### src/rtl/seq_udiv_unsign_if.sv
// Operand/result handshake bundle for seq_udiv_unsign.
// The DUT side uses the slave modport; the producer/consumer side uses master.
interface seq_udiv_unsign_if #(
    parameter int unsigned WIDTH = 24
);
    logic             i_valid;
    logic             o_ready;
    logic [WIDTH-1:0] i_dividend;
    logic [WIDTH-1:0] i_divisor;
    logic             o_valid;
    logic             i_out_ready;
    logic [WIDTH-1:0] o_quotient;
    logic [WIDTH-1:0] o_remainder;
    logic             o_div_zero;

    modport slave (
        input  i_valid, i_dividend, i_divisor, i_out_ready,
        output o_ready, o_valid, o_quotient, o_remainder, o_div_zero
    );

    modport master (
        output i_valid, i_dividend, i_divisor, i_out_ready,
        input  o_ready, o_valid, o_quotient, o_remainder, o_div_zero
    );
endinterface

### src/rtl/seq_udiv_unsign.sv
// Sequential unsigned radix-2 restoring divider, one quotient bit per clock,
// with valid/ready handshakes on both the operand and result sides.
module seq_udiv_unsign #(
    parameter int unsigned WIDTH = 24
) (
    input logic              i_clk,
    input logic              i_rst,
    seq_udiv_unsign_if.slave bus
);
    localparam int unsigned CNT_W = $clog2(WIDTH + 1);

    typedef enum logic [1:0] {
        IDLE,
        CALC,
        DONE
    } state_t;

    state_t           state_q, state_d;
    logic [WIDTH-1:0] q_q, q_d;
    logic [WIDTH-1:0] r_q, r_d;
    logic [WIDTH-1:0] dr_q, dr_d;
    logic [CNT_W-1:0] cnt_q, cnt_d;
    logic [WIDTH-1:0] quo_q, quo_d;
    logic [WIDTH-1:0] rem_q, rem_d;
    logic             dz_q, dz_d;
    logic [WIDTH:0]   trial;

    // The partial remainder is held in WIDTH bits: it stays below the divisor,
    // so the top bit of the WIDTH+1-bit remainder is always zero.
    always_ff @(posedge i_clk) begin
        if (i_rst) begin
            state_q <= IDLE;
            q_q     <= '0;
            r_q     <= '0;
            dr_q    <= '0;
            cnt_q   <= '0;
            quo_q   <= '0;
            rem_q   <= '0;
            dz_q    <= 1'b0;
        end else begin
            state_q <= state_d;
            q_q     <= q_d;
            r_q     <= r_d;
            dr_q    <= dr_d;
            cnt_q   <= cnt_d;
            quo_q   <= quo_d;
            rem_q   <= rem_d;
            dz_q    <= dz_d;
        end
    end

    always_comb begin
        state_d = state_q;
        q_d     = q_q;
        r_d     = r_q;
        dr_d    = dr_q;
        cnt_d   = cnt_q;
        quo_d   = quo_q;
        rem_d   = rem_q;
        dz_d    = dz_q;
        trial   = {r_q, q_q[WIDTH-1]} - {1'b0, dr_q};

        case (state_q)
            IDLE: begin
                if (bus.i_valid) begin
                    q_d   = bus.i_dividend;
                    r_d   = '0;
                    dr_d  = bus.i_divisor;
                    cnt_d = '0;
                    if (bus.i_divisor == '0) begin
                        state_d = DONE;
                        quo_d   = '1;
                        rem_d   = bus.i_dividend;
                        dz_d    = 1'b1;
                    end else begin
                        state_d = CALC;
                    end
                end
            end
            CALC: begin
                if (!trial[WIDTH]) begin
                    r_d = trial[WIDTH-1:0];
                    q_d = {q_q[WIDTH-2:0], 1'b1};
                end else begin
                    r_d = {r_q[WIDTH-2:0], q_q[WIDTH-1]};
                    q_d = {q_q[WIDTH-2:0], 1'b0};
                end
                cnt_d = cnt_q + CNT_W'(1);
                if (cnt_q == CNT_W'(WIDTH - 1)) begin
                    state_d = DONE;
                    quo_d   = q_d;
                    rem_d   = r_d;
                    dz_d    = 1'b0;
                end
            end
            DONE: begin
                if (bus.i_out_ready) begin
                    state_d = IDLE;
                end
            end
            default: state_d = IDLE;
        endcase
    end

    assign bus.o_ready     = (state_q == IDLE);
    assign bus.o_valid     = (state_q == DONE);
    assign bus.o_quotient  = quo_q;
    assign bus.o_remainder = rem_q;
    assign bus.o_div_zero  = dz_q;
endmodule

### src/flat_wrapper.sv
// flat-port wrapper written by rule: the top's interface ports become plain ports
module seq_udiv_unsign_flat 
#(
    parameter int unsigned WIDTH = 24
)
  (i_clk, i_rst, bus_i_valid, bus_i_dividend, bus_i_divisor, bus_i_out_ready, bus_o_ready, bus_o_valid, bus_o_quotient, bus_o_remainder, bus_o_div_zero);
  seq_udiv_unsign_if #(.WIDTH(WIDTH)) bus_i ();
  input logic i_clk;
  input logic i_rst;
  input wire logic [$bits(bus_i.i_valid)-1:0] bus_i_valid;
  input wire logic [$bits(bus_i.i_dividend)-1:0] bus_i_dividend;
  input wire logic [$bits(bus_i.i_divisor)-1:0] bus_i_divisor;
  input wire logic [$bits(bus_i.i_out_ready)-1:0] bus_i_out_ready;
  output wire logic [$bits(bus_i.o_ready)-1:0] bus_o_ready;
  output wire logic [$bits(bus_i.o_valid)-1:0] bus_o_valid;
  output wire logic [$bits(bus_i.o_quotient)-1:0] bus_o_quotient;
  output wire logic [$bits(bus_i.o_remainder)-1:0] bus_o_remainder;
  output wire logic [$bits(bus_i.o_div_zero)-1:0] bus_o_div_zero;
  assign bus_i.i_valid = bus_i_valid;
  assign bus_i.i_dividend = bus_i_dividend;
  assign bus_i.i_divisor = bus_i_divisor;
  assign bus_i.i_out_ready = bus_i_out_ready;
  assign bus_o_ready = bus_i.o_ready;
  assign bus_o_valid = bus_i.o_valid;
  assign bus_o_quotient = bus_i.o_quotient;
  assign bus_o_remainder = bus_i.o_remainder;
  assign bus_o_div_zero = bus_i.o_div_zero;
  seq_udiv_unsign #(.WIDTH(WIDTH)) u_core (.i_clk(i_clk), .i_rst(i_rst), .bus(bus_i));
endmodule
### config.mk
export PLATFORM = sky130hd
export DESIGN_NAME = seq_udiv_unsign_flat
export DESIGN_NICKNAME = d
export VERILOG_FILES = /design/src/rtl/seq_udiv_unsign_if.sv /design/src/rtl/seq_udiv_unsign.sv /design/src/flat_wrapper.sv
export SDC_FILE = /design/constraint.sdc
export NUM_CORES = 1
export LEC_CHECK = 0
export BUFFER_PORTS_ARGS = -buffer_cell sky130_fd_sc_hd__buf_2
export CAP_MARGIN = 20
export CORE_MARGIN = 3
export CORE_UTILIZATION = 45
export CTS_CLUSTER_SIZE = 14
export DETAILED_ROUTE_END_ITERATION = 8
export PLACE_DENSITY_LB_ADDON = 0.05
export SETUP_SLACK_MARGIN = 0.3
export SLEW_MARGIN = 5
export SYNTH_ARGS = -nofsm -noshare
export SYNTH_HDL_FRONTEND = slang
export SYNTH_SLANG_ARGS = --single-unit
### constraint.sdc
create_clock -name i_clk -period 3.4 [get_ports i_clk]
set_input_delay 0.34 -clock i_clk [delete_from_list [all_inputs] [get_ports i_clk]]
set_output_delay 0.34 -clock i_clk [all_outputs]
set_load 0.01 [all_outputs]
# After elaboration in Yosys (flattened, before gate mapping)
# Cells that the tools add are included.
[word_totals]
register_bits = 128
input_bits = 52
out_inout_bits = 51
elab_cells = 49
[op_classes]
n_addsub = 2
eq_ne = 7
mux = 25
reduce_logical = 7
[op_table]
columns = ["op", "n"]
rows = [
  ["$mux 24", 9],
  ["$pmux 24 s2", 4],
  ["$sub 25x24->25", 1],
  ["$logic_not 24->1", 1],
  ["$pmux 5 s2", 1],
  ["$mux 2", 4],
  ["$pmux 2 s3", 1],
  ["$add 5x1->5 const B", 1],
  ["$eq 5x5->1 const B", 1],
  ["$mux 5", 1],
  ["$mux 1", 4],
  ["$ne 2x1->1 const B", 2],
  ["$ne 2x2->1 const B", 2],
  ["$reduce_and 2->1", 2],
  ["$reduce_and 4->1", 1],
  ["$reduce_and 3->1", 1],
  ["$eq 2x1->1 const B", 1],
  ["$eq 2x2->1 const B", 1],
  ["$logic_not 2->1", 1],
  ["$pmux 1 s2", 1],
  ["$reduce_bool 2->1", 1],
]

# Logic depth before layout (Yosys ltp)
[depth]
word_depth = 4
depth_mapped = 14
mapped_depth_nobuf = 12

# Worst setup path before layout
# OpenSTA, ideal clock, no wires.
[synth_path]
path_type = "register to register"
from = "register u_core.q_q[23]"
to = "register u_core.rem_q[11], in the netlist u_core.bus.o_remainder[11]"
setup_ps = 116
arrival_ps = 2581
setup_slack_ps = 703
stages_incl_launch_ff = 15
n_path_buf = 2
path_cell_list = "dfxtp_1 > inv_1 > ha_1 > inv_1 > fa_1 > a211oi_1 > o211ai_1 > a22oi_2 > o21a_4 > o211a_1 > buf_6 > buf_12 > mux2i_1 > a211oi_1 > a31o_1"
[synth_via]
elab_chain_len = 4
[synth_rtl]
columns = ["element", "line_no", "text"]
rows = [
  ["from (decl)", "seq_udiv_unsign.sv:19", "logic [WIDTH-1:0] q_q, q_d;"],
  ["from (signal assigned)", "seq_udiv_unsign.sv:42", "q_q <= q_d;"],
  ["$sub 25x24->25", "seq_udiv_unsign.sv:61", "trial = {r_q, q_q[WIDTH-1]} - {1'b0, dr_q};"],
  ["$mux 24", "seq_udiv_unsign.sv:81", "if (!trial[WIDTH]) begin"],
  ["$mux 24", "seq_udiv_unsign.sv:89", "if (cnt_q == CNT_W'(WIDTH - 1)) begin"],
  ["$pmux 24 s2", "seq_udiv_unsign.sv:63", "case (state_q)"],
  ["to (signal assigned)", "seq_udiv_unsign.sv:47", "rem_q <= rem_d;"],
  ["to (decl)", "seq_udiv_unsign.sv:24", "logic [WIDTH-1:0] rem_q, rem_d;"],
]
# Every way passes these cells. The select of a mux whose other input is x is not followed.
# A chain may end at the register's enable or synchronous reset.

# Final worst setup path
[layout_path]
from = "register u_core.q_q[23]"
to = "register u_core.rem_q[14], in the netlist u_core.bus.o_remainder[14]"
# The elaborated chain is that of the path after synthesis.

==> results.json <==
{
  "route.detailed.drc": 0,
  "powerDensity_mw_per_mm2": 695,
  "hold_class": "input pin to flop",
  "track_usage_pct": 24.8,
  "slew_headroom_pct": 29.2,
  "clock-sinks": 128,
  "holdBufCountCts": 0,
  "whs_path_depth": 3,
  "drtPass1Iterations": 5,
  "final_antenna_net_count": 0,
  "ys.flop_type": "dfxtp_1",
  "asyncSetResetFlopFracSynth_pct": 0,
  "outcome": "finished clean",
  "power.switching_uw": 2100,
  "worstMarginPinSlew_ns": 1.06,
  "gr-total-overflow": 0,
  "setup_viol": 0,
  "area_growth_pct": 21.5,
  "layout_common_cells": "139 x nand2_1, 125 x dfxtp_1, 102 x buf_2",
  "endpoint_kind": "flop",
  "synth_edf_count": 0,
  "core_area_mm2": 0.0147,
  "synth_seq_area_share_pct": 37.5,
  "fin_crit_ns": 3.10,
  "n_antenna_cell": 0,
  "fmax_mhz": 322,
  "nets": 1043,
  "num-fill-cells": 1413,
  "cts_tree": "built",
  "leakagePower_uw": 0.00342,
  "rsz0062_at_grt": "false",
  "p_sw_share_pct": 36.3,
  "ir_drop_v": 0.000370,
  "total_power_uw": 5780,
  "drt-total-wl_mm": 21.4,
  "cp-start-kind": "flop",
  "synth.distinct_cells": 67,
  "ys_seq_elements": 128,
  "initial_core_util_pct": 46.5,
  "syn_area_mm2": 0.00684,
  "syn-num-nets": 959,
  "dieArea_mm2": 0.0167,
  "grt_pass1_vias": 5996,
  "final_common_cell": "nand2_1",
  "vias_per_cell": 5.84,
  "seq_power_share_pct": 30.9,
  "pwr-share-clk_pct": 32.7,
  "final_max_slew_viol_count": 0,
  "drt_iter0_markers": 571,
  "tns_ns": 0,
  "p_comb_share_pct": 36.5,
  "grt_pass1_wl_mm": 32.3,
  "portBuffers": 102,
  "finalClockSkew_ns": 0.00985,
  "fp.dieH_um": 129,
  "row_count": 44,
  "reg2reg_depth": 14,
  "fin_util_pct": 56.5,
  "clock_latency_ns": 0.42,
  "clk_path_buf_depth": 2,
  "grt_max_degree": 95,
  "num_io_pins": 103,
  "syn_inst": 881,
  "cap_violations": 0,
  "vias": 6784,
  "hpwl_mm": 15.0,
  "clk_pin_slew_worst_paths_ns": 0.07,
  "critPathRequiredTime_ns": 3.66,
  "period_share_pct": 91.2,
  "crit_fanout": 5,
  "antenna_found_initial": 0,
  "root_buffer": "clkbuf_16",
  "criticalPathCategory": "flop to flop",
  "syn_avg_cell_area_um2": 7.76,
  "cts_buffers": 17,
  "multi_input_area_mm2": 0.00401,
  "gp_congestion": 0.873,
  "yosysWarnings": 0,
  "seqCellArea_mm2": 0.00257,
  "finalHoldViolations": 0,
  "arrival_ns": 3.36,
  "htree_levels": 4,
  "wl_per_cell_um": 18.5,
  "p_int_uw": 3680,
  "drive_gt1_share_pct": 22.4,
  "fp.dieW_um": 129
}
[final cells by class]
cell class | instances | area share (%)
well taps | 184 | 2.77
repair buffers | 131 | 9.16
clock buffers | 18 | 5.29
flip-flops and latches | 128 | 30.9
clock inverters | 14 | 2.00
inverters | 35 | 1.58
multi-input cells | 652 | 48.3
[timing repair]
action	CTS	global route
pin swaps	1	15
cloned	0	2
buffers inserted	1	11
resized for setup	3	33
setup endpoints to repair	28	44
[metal layers]
layer / wire length, um / GRT usage (%) / vias to the layer above
met5: 0 / 0 / -
met4: 444 / 9.26 / 0
met3: 1210 / 3.67 / 30
met2: 10100 / 39.2 / 201
met1: 9660 / 34.3 / 3261
li1: - / - / 3292
[synth_stat cells, drive strengths merged (14+ instances only)]
| cell type | number | area share [%] |
|---|---|---|
| o21ai | 39 | 3.0 |
| buf | 17 | 1.7 |
| clkbuf | 50 | 2.8 |
| nor3 | 65 | 4.9 |
| nor2 | 94 | 5.2 |
| nand2 | 139 | 7.6 |
| dfxtp | 128 | 37 |
| a311oi | 22 | 2.8 |
| a21oi | 77 | 5.7 |
| nand3 | 15 | 1.1 |
| inv | 35 | 1.9 |
| ha | 25 | 4.6 |
| a21o | 14 | 1.5 |
| mux2i | 15 | 2.2 |
[flip-flops by register name (all words and copies together) (netlist names)]
signal	flops
u_core.bus.o_div_zero	1
u_core.bus.o_quotient	24
u_core.bus.o_remainder	24
u_core.cnt_q	5
u_core.dr_q	24
u_core.q_q	24
u_core.r_q	24
u_core.state_q	2
[power groups by stage]
stage                     clock (uW)  sequential [uW]  combinational [uW]
after floorplan                    0             1810                1350
after global placement             0             1810                1800
after detailed placement           0             1810                1820
after CTS                       1910             1780                1860
after global routing            1980             1800                2280
final                           1890             1780                2110
[critical path, stage by stage, from the launching register on]
cell	delay [ns]
dfxtp_1	0.32
inv_2	0.08
ha_4	0.13
inv_1	0.05
fa_2	0.40
a211oi_2	0.25
o211ai_1	0.21
a22oi_2	0.30
o211ai_1	0.21
buf_4	0.18
o211a_4	0.16
buf_4	0.14
mux2_2	0.27
o21ai_0	0.17
a21oi_1	0.09
[stage by stage]
step	cell area, um2	hold slack [ns]	setup slack [ns]	instances
global placement	7440	0.446	0.221	1116
floorplan	6840	0.436	0.703	881
finish	8310	0.168	0.299	1162
global route	8310	0.167	0.143	1162
detailed placement	7440	0.448	0.122	1116
CTS	8070	0.154	0.302	1149
[final timing paths]
path / slack, ns / endpoint / from
setup reg to reg: 0.30 / u_core.bus.o_remainder[14] / u_core.q_q[23]
hold reg to reg: 0.46 / u_core.dr_q[23] / u_core.dr_q[23]
hold / removal: 0.17 / u_core.dr_q[7] / bus_i_divisor[7]
setup / recovery: 0.30 / u_core.bus.o_remainder[14] / u_core.q_q[23]
[cell families after synthesis]
kind of cell             after synthesis  synth area share, %
XOR/XNOR                              16                 2.05
flip-flops                           128                 37.5
AND/OR/NAND/NOR                      357                 23.1
AO/OA/AOI/OAI                        231                 22.9
adder cells (fa/ha/maj)               26                 4.87
buffers and inverters                102                 6.35
multiplexers                          21                 3.18
Power figures use the tool's default switching activity.
